$ cat src/rtl/uart_rx_deser_pkg.sv
// Shared UART receive definitions: default line parameters, receiver FSM state
// encoding and the majority-vote helper used by the bit sampler.
package uart_rx_deser_pkg;

    localparam int UART_CLK_DIV    = 4;
    localparam int UART_OVERSAMPLE = 16;
    localparam int UART_DATA_WIDTH = 8;

    localparam logic [2:0] ST_IDLE  = 3'd0;
    localparam logic [2:0] ST_START = 3'd1;
    localparam logic [2:0] ST_DATA  = 3'd2;
    localparam logic [2:0] ST_STOP  = 3'd3;
    localparam logic [2:0] ST_BREAK = 3'd4;

    function automatic logic majority3(input logic a, input logic b, input logic c);
        return (a & b) | (a & c) | (b & c);
    endfunction

endpackage

$ cat src/rtl/uart_baud_tick.sv
// Oversample tick generator: free-running clk divider with a synchronous clear
// so the sampling phase can be re-aligned to a start-bit edge.
module uart_baud_tick #(
    parameter int CLK_DIV = 4
) (
    input  logic clk,
    input  logic reset,
    input  logic clr_i,
    output logic tick_o
);

    localparam int              DW       = (CLK_DIV > 1) ? $clog2(CLK_DIV) : 1;
    localparam logic [DW-1:0]   DIV_LAST = DW'(CLK_DIV - 1);

    logic [DW-1:0] div_q;
    logic [DW-1:0] div_d;

    always_comb begin
        if (clr_i || (div_q == DIV_LAST)) begin
            div_d = '0;
        end else begin
            div_d = div_q + 1'b1;
        end
    end

    // NOTE: state registers use non-blocking assignments so every flop samples pre-edge values.
    always_ff @(posedge clk) begin
        if (!reset) begin
            div_q <= '0;
        end else begin
            div_q <= div_d;
        end
    end

    assign tick_o = !clr_i && (div_q == DIV_LAST);

endmodule

$ cat src/rtl/uart_rx_deser.sv
// UART 8N1 receive front end: synchronises rxd, oversamples with 3-point majority
// vote, deserialises LSB first and raises byte/overrun/framing status for the SFRs.
module uart_rx_deser
    import uart_rx_deser_pkg::*;
#(
    parameter int CLK_DIV    = UART_CLK_DIV,
    parameter int OVERSAMPLE = UART_OVERSAMPLE,
    parameter int DATA_WIDTH = UART_DATA_WIDTH
) (
    input  logic                  clk,
    input  logic                  reset,
    input  logic                  rxd,
    input  logic                  rx_ack,
    output logic [DATA_WIDTH-1:0] r_data,
    output logic                  rxd_int,
    output logic                  rx_full,
    output logic                  frame_err,
    output logic                  overrun
);

    localparam int            TW        = $clog2(OVERSAMPLE);
    localparam int            BW        = $clog2(DATA_WIDTH + 1);
    localparam logic [TW-1:0] TICK_LAST = TW'(OVERSAMPLE - 1);
    localparam logic [TW-1:0] TICK_S0   = TW'(OVERSAMPLE / 2 - 1);
    localparam logic [TW-1:0] TICK_S1   = TW'(OVERSAMPLE / 2);
    localparam logic [TW-1:0] TICK_S2   = TW'(OVERSAMPLE / 2 + 1);
    localparam logic [BW-1:0] BIT_LAST  = BW'(DATA_WIDTH - 1);

    logic                  rxd_meta_q, rxd_s_q, rxd_prev_q;
    logic [2:0]            state_q, state_d;
    logic [TW-1:0]         tick_cnt_q, tick_cnt_d;
    logic [BW-1:0]         bit_cnt_q, bit_cnt_d;
    logic [1:0]            samp_q, samp_d;
    logic [DATA_WIDTH-1:0] shreg_q, shreg_d;
    logic [DATA_WIDTH-1:0] r_data_q, r_data_d;
    logic                  rxd_int_q, rxd_int_d;
    logic                  rx_full_q, rx_full_d;
    logic                  frame_err_q, frame_err_d;
    logic                  overrun_q, overrun_d;

    logic tick, baud_clr, fall, maj, in_frame, vote, bit_end;

    uart_baud_tick #(.CLK_DIV(CLK_DIV)) u_baud_tick (
        .clk    (clk),
        .reset  (reset),
        .clr_i  (baud_clr),
        .tick_o (tick)
    );

    assign fall     = rxd_prev_q && !rxd_s_q;
    assign maj      = majority3(samp_q[0], samp_q[1], rxd_s_q);
    assign in_frame = (state_q == ST_START) || (state_q == ST_DATA) || (state_q == ST_STOP);
    assign vote     = in_frame && tick && (tick_cnt_q == TICK_S2);
    assign bit_end  = in_frame && tick && (tick_cnt_q == TICK_LAST);

    // NOTE: every combinational output gets a default first, so no path can infer a latch.
    always_comb begin
        state_d     = state_q;
        tick_cnt_d  = tick_cnt_q;
        bit_cnt_d   = bit_cnt_q;
        samp_d      = samp_q;
        shreg_d     = shreg_q;
        r_data_d    = r_data_q;
        rxd_int_d   = 1'b0;
        frame_err_d = 1'b0;
        rx_full_d   = rx_full_q;
        overrun_d   = overrun_q;
        baud_clr    = 1'b0;

        if (rx_ack) begin
            rx_full_d = 1'b0;
            overrun_d = 1'b0;
        end

        if (in_frame && tick) begin
            tick_cnt_d = (tick_cnt_q == TICK_LAST) ? '0 : tick_cnt_q + 1'b1;
            if (tick_cnt_q == TICK_S0) samp_d[0] = rxd_s_q;
            if (tick_cnt_q == TICK_S1) samp_d[1] = rxd_s_q;
        end

        case (state_q)
            ST_IDLE: begin
                if (fall) begin
                    state_d    = ST_START;
                    tick_cnt_d = '0;
                    bit_cnt_d  = '0;
                    baud_clr   = 1'b1;
                end
            end
            ST_START: begin
                if (vote && maj) begin
                    state_d = ST_IDLE;
                end else if (bit_end) begin
                    state_d   = ST_DATA;
                    bit_cnt_d = '0;
                end
            end
            ST_DATA: begin
                if (vote) shreg_d = {maj, shreg_q[DATA_WIDTH-1:1]};
                if (bit_end) begin
                    if (bit_cnt_q == BIT_LAST) state_d = ST_STOP;
                    else                       bit_cnt_d = bit_cnt_q + 1'b1;
                end
            end
            ST_STOP: begin
                // An ack landing with the accept refers to the old byte, so the new one still loads.
                if (vote) begin
                    if (!maj) begin
                        frame_err_d = 1'b1;
                        state_d     = ST_BREAK;
                    end else if (rx_full_q && !rx_ack) begin
                        overrun_d = 1'b1;
                        state_d   = ST_IDLE;
                    end else begin
                        r_data_d  = shreg_q;
                        rxd_int_d = 1'b1;
                        rx_full_d = 1'b1;
                        state_d   = ST_IDLE;
                    end
                end
            end
            ST_BREAK: begin
                if (rxd_s_q) state_d = ST_IDLE;
            end
            default: state_d = ST_IDLE;
        endcase
    end

    // NOTE: the shift register is reset along with everything else; it is tiny and keeps outputs X-free.
    always_ff @(posedge clk) begin
        if (!reset) begin
            rxd_meta_q  <= 1'b1;
            rxd_s_q     <= 1'b1;
            rxd_prev_q  <= 1'b1;
            state_q     <= ST_IDLE;
            tick_cnt_q  <= '0;
            bit_cnt_q   <= '0;
            samp_q      <= '0;
            shreg_q     <= '0;
            r_data_q    <= '0;
            rxd_int_q   <= 1'b0;
            rx_full_q   <= 1'b0;
            frame_err_q <= 1'b0;
            overrun_q   <= 1'b0;
        end else begin
            rxd_meta_q  <= rxd;
            rxd_s_q     <= rxd_meta_q;
            rxd_prev_q  <= rxd_s_q;
            state_q     <= state_d;
            tick_cnt_q  <= tick_cnt_d;
            bit_cnt_q   <= bit_cnt_d;
            samp_q      <= samp_d;
            shreg_q     <= shreg_d;
            r_data_q    <= r_data_d;
            rxd_int_q   <= rxd_int_d;
            rx_full_q   <= rx_full_d;
            frame_err_q <= frame_err_d;
            overrun_q   <= overrun_d;
        end
    end

    assign r_data    = r_data_q;
    assign rxd_int   = rxd_int_q;
    assign rx_full   = rx_full_q;
    assign frame_err = frame_err_q;
    assign overrun   = overrun_q;

endmodule

$ cat config.mk
export PLATFORM = sky130hd
export DESIGN_NAME = uart_rx_deser
export DESIGN_NICKNAME = d
export VERILOG_FILES = /design/src/rtl/uart_rx_deser_pkg.sv /design/src/rtl/uart_baud_tick.sv /design/src/rtl/uart_rx_deser.sv
export SDC_FILE = /design/constraint.sdc
export NUM_CORES = 1
export LEC_CHECK = 0
export BUFFER_PORTS_ARGS = -buffer_cell sky130_fd_sc_hd__buf_2
export CAP_MARGIN = 20
export CORE_MARGIN = 3
export CORE_UTILIZATION = 49
export DETAILED_ROUTE_END_ITERATION = 7
export GPL_ROUTABILITY_DRIVEN = 0
export GPL_TIMING_DRIVEN = 0
export PLACE_DENSITY = 0.65
export SKIP_CTS_REPAIR_TIMING = 1
export SLEW_MARGIN = 10
export SYNTH_ARGS = -nofsm -noshare
export SYNTH_HDL_FRONTEND = slang
export SYNTH_SLANG_ARGS = --single-unit
$ cat constraint.sdc
create_clock -name clk -period 2.3 [get_ports clk]
set_input_delay 0.46 -clock clk [delete_from_list [all_inputs] [get_ports clk]]
set_output_delay 0.46 -clock clk [all_outputs]
set_load 0.005 [all_outputs]
==> results.json <==
{
  "worst_setup_path_start_kind": "register",
  "ant_nets": 0,
  "max_incr_delay_on_cp_ns": 0.50,
  "global_route_wire_length_before_repair_um": 5150,
  "result_of_the_run": "complete, no violations",
  "max_slew.worst_pin.slew_ns": 0.519,
  "num_cts_buffers": 5,
  "required_time_of_the_critical_path_ns": 2.57,
  "path_cells": "ha_1 -> and2_1 -> nand4_4 -> a221o_1 -> or4_1 -> a21oi_1",
  "timing.reg2reg.worst_path_depth": 6,
  "slowest_stage": "or4_1",
  "path_class": "reg -> reg",
  "worst_skew_pair.late_latency_ns": 0.34,
  "num_antenna_cells": 0,
  "avgRoutedWirePerCell_um": 12.1,
  "die_area_um2": 4100,
  "synth.net_count": 181,
  "grt.overflow.total": 0,
  "syn_area_um2": 1650,
  "grt_setup_unrepaired": "false",
  "detailedPlacementHpwl_um": 2180,
  "timing.final.crit_share_pct": 90.3,
  "synth_seq_area_share_pct": 46.1,
  "ctsLongestPathBuffers": 2,
  "drt-vias-per-instance": 5.09,
  "cts_tree": "done",
  "number_of_global_route_vias_before_repair": 1156,
  "commonest_non_fill_non_tap_cell_in_the_layout": "dfxtp_1",
  "setup_total_negative_slack_ns": 0,
  "avgSynthCellArea_um2": 9.59,
  "design.core.area_um2": 3130,
  "critPathArrivalTime_ns": 2.35,
  "grt_start_max_net_pins": 14,
  "hold_path.class": "in -> reg",
  "ios": 16,
  "routed_wirelength_um": 2900,
  "drc": 0,
  "layout_common_cells": "dfxtp_1 (37), nor2_1 (27), mux2i_1 (19)",
  "cts.sink_count": 38,
  "ctsHtreeMaxLevel": 2,
  "hold-path-cell-count": 2,
  "fmaxAchievable_ghz": 0.481,
  "timing.final.crit_period_ns": 2.08,
  "total_leakage_power_nw": 0.708,
  "setup-violations-final": 0,
  "vias": 1216,
  "ctsRootBufferMaster": "clkbuf_4",
  "pwr_density_cell_nw_per_um2": 646,
  "final-max-slew-violation-count": 0,
  "synthesis.instances": 172,
  "timing.max_slew.rel_slack_pct": 65.3,
  "drv.max_cap_violation_count": 0,
  "timing_hold_violations_final": 0,
  "detailedRoute.firstIterationViolations": 73,
  "synth.ff_latch_count": 38,
  "yosys_warnings": 0,
  "die-width_um": 64.0,
  "layout.nets": 203,
  "initial_core_util_pct": 52.7,
  "placement_rows": 20,
  "clock_skew_ns": 0.00965,
  "port-buffer-count": 15,
  "number_of_antenna_violations_at_the_first_check_in_global_routing": 0,
  "grtUsageTotal_pct": 15.9,
  "detail_route.first_pass.iterations": 4,
  "die_height_um": 64.0,
  "post_route_cells_drive_above_1_share_pct": 17.4,
  "hold_slack_ns": 0.293,
  "peakVddDrop_uv": 475,
  "finalCoreUtilization_pct": 58.8,
  "critical_path.max_fanout": 8,
  "syn2layout_area_growth_pct": 11.5,
  "clkSlewWorstSetupHoldPaths_ns": 0.12,
  "netlist-cell-type-count": 42,
  "worstSetupEndpointType": "register"
}
-- flip-flops by register name, indices dropped and copies added, names as in the netlist --
signal / cells
frame_err: 1
overrun: 1
u_baud_tick.div_q: 2
bit_cnt_q: 4
shreg_q: 8
tick_cnt_q: 4
rxd_prev_q: 1
rxd_s_q: 1
state_q: 3
samp_q: 2
r_data: 8
rxd_meta_q: 1
rx_full: 1
rxd_int: 1
-- metrics by stage --
step	cell area (um2)	setup slack, ns	cells	power, mW
after floorplan	1650	0.389	172	0.824
after global placement	1780	0.228	231	0.850
after detailed placement	1780	0.213	231	0.857
after CTS	1840	0.154	239	1.20
after global routing	1840	0.0307	239	1.26
final	1840	0.222	239	1.19
-- worst max-delay path, delay by kind of cell, from the launching register on --
family	cells	cell delay (ns)
and+or+nand+nor	3	0.81
adders and majority gates	1	0.23
AOI/OAI and AO/OA	2	0.56
DFF	1	0.40
-- routing by layer --
layer  track usage (%)  share of wire, %  routed length, um
met1              20.9                51               1490
met2              25.0                44               1270
met3              4.75               3.7                107
met4              4.85               1.2                 35
met5                 0                 0                  0
-- cells by family after synthesis --
logic type	after synthesis	share of synthesized area (%)
and+or+nand+nor	76	26.6
DFF	38	46.1
AOI/OAI and AO/OA	21	7.82
muxes	19	11.5
buffers and inverters	10	2.50
adders and majority gates	6	4.40
xor gates and xnor gates	2	1.06
-- report_power, final --
group          switching (mW)  total [mW]  internal (mW)
Combinational          0.0977       0.165         0.0673
Sequential            0.00501       0.677          0.672
Clock                   0.227       0.346          0.119
-- layout make-up --
cell class / instances / area (um2)
Sequential cell: 38 / 762
Inverter: 4 / 15.0
Fill cell: 281 / 1290
Tap cell: 44 / 55.1
Timing Repair Buffer: 15 / 75.1
Buffer: 6 / 26.3
Clock inverter: 3 / 21.3
Multi-Input combinational cell: 124 / 847
Clock buffer: 5 / 37.5
-- synth_stat cells --
cell type  number  area [um2]
nand3b_1        2        15.0
and2_1          4        25.0
nor2b_1         1        6.26
a221o_1         1        10.0
o21ai_1         2        10.0
o221a_2         1        11.3
o211ai_1        1        7.51
o41ai_1         1        8.76
a21o_1          1        7.51
nor3_1          2        10.0
nor3b_1         4        30.0
nor3_4          1        16.3
nand2_1         6        22.5
clkinv_1        1        3.75
nand4_1         1        6.26
o21ai_0         3        15.0
nor2_1         27         101
or4_1           3        22.5
and2b_1         1        7.51
buf_2           3        15.0
nor4_1          2        12.5
or2_4           1        8.76
inv_1           3        11.3
maj3_1          1        10.0
or2b_1          1        7.51
mux2i_1        19         190
and3_1          1        6.26
clkbuf_1        3        11.3
xnor2_1         1        8.76
nand4b_1        1        8.76
dfxtp_1        38         761
a32oi_1         1        8.76
nand4_4         1        21.3
or2_2           1        6.26
or3b_2          2        17.5
nand3_1         3        15.0
and3b_1         1        8.76
a21oi_1        10        50.1
xor2_1          1        8.76
or3_1           2        12.5
ha_1            5        62.6
nand2b_1        8        50.1
-- final timing paths --
kind	start	to	slack, ns
min	rxd	rxd_meta_q	0.29
max reg2reg	tick_cnt_q[0]	bit_cnt_q[3]	0.22
max	tick_cnt_q[0]	bit_cnt_q[3]	0.22
min reg2reg	rxd_meta_q	rxd_s_q	0.43
No activity file was read; power rests on OpenSTA's default activity.
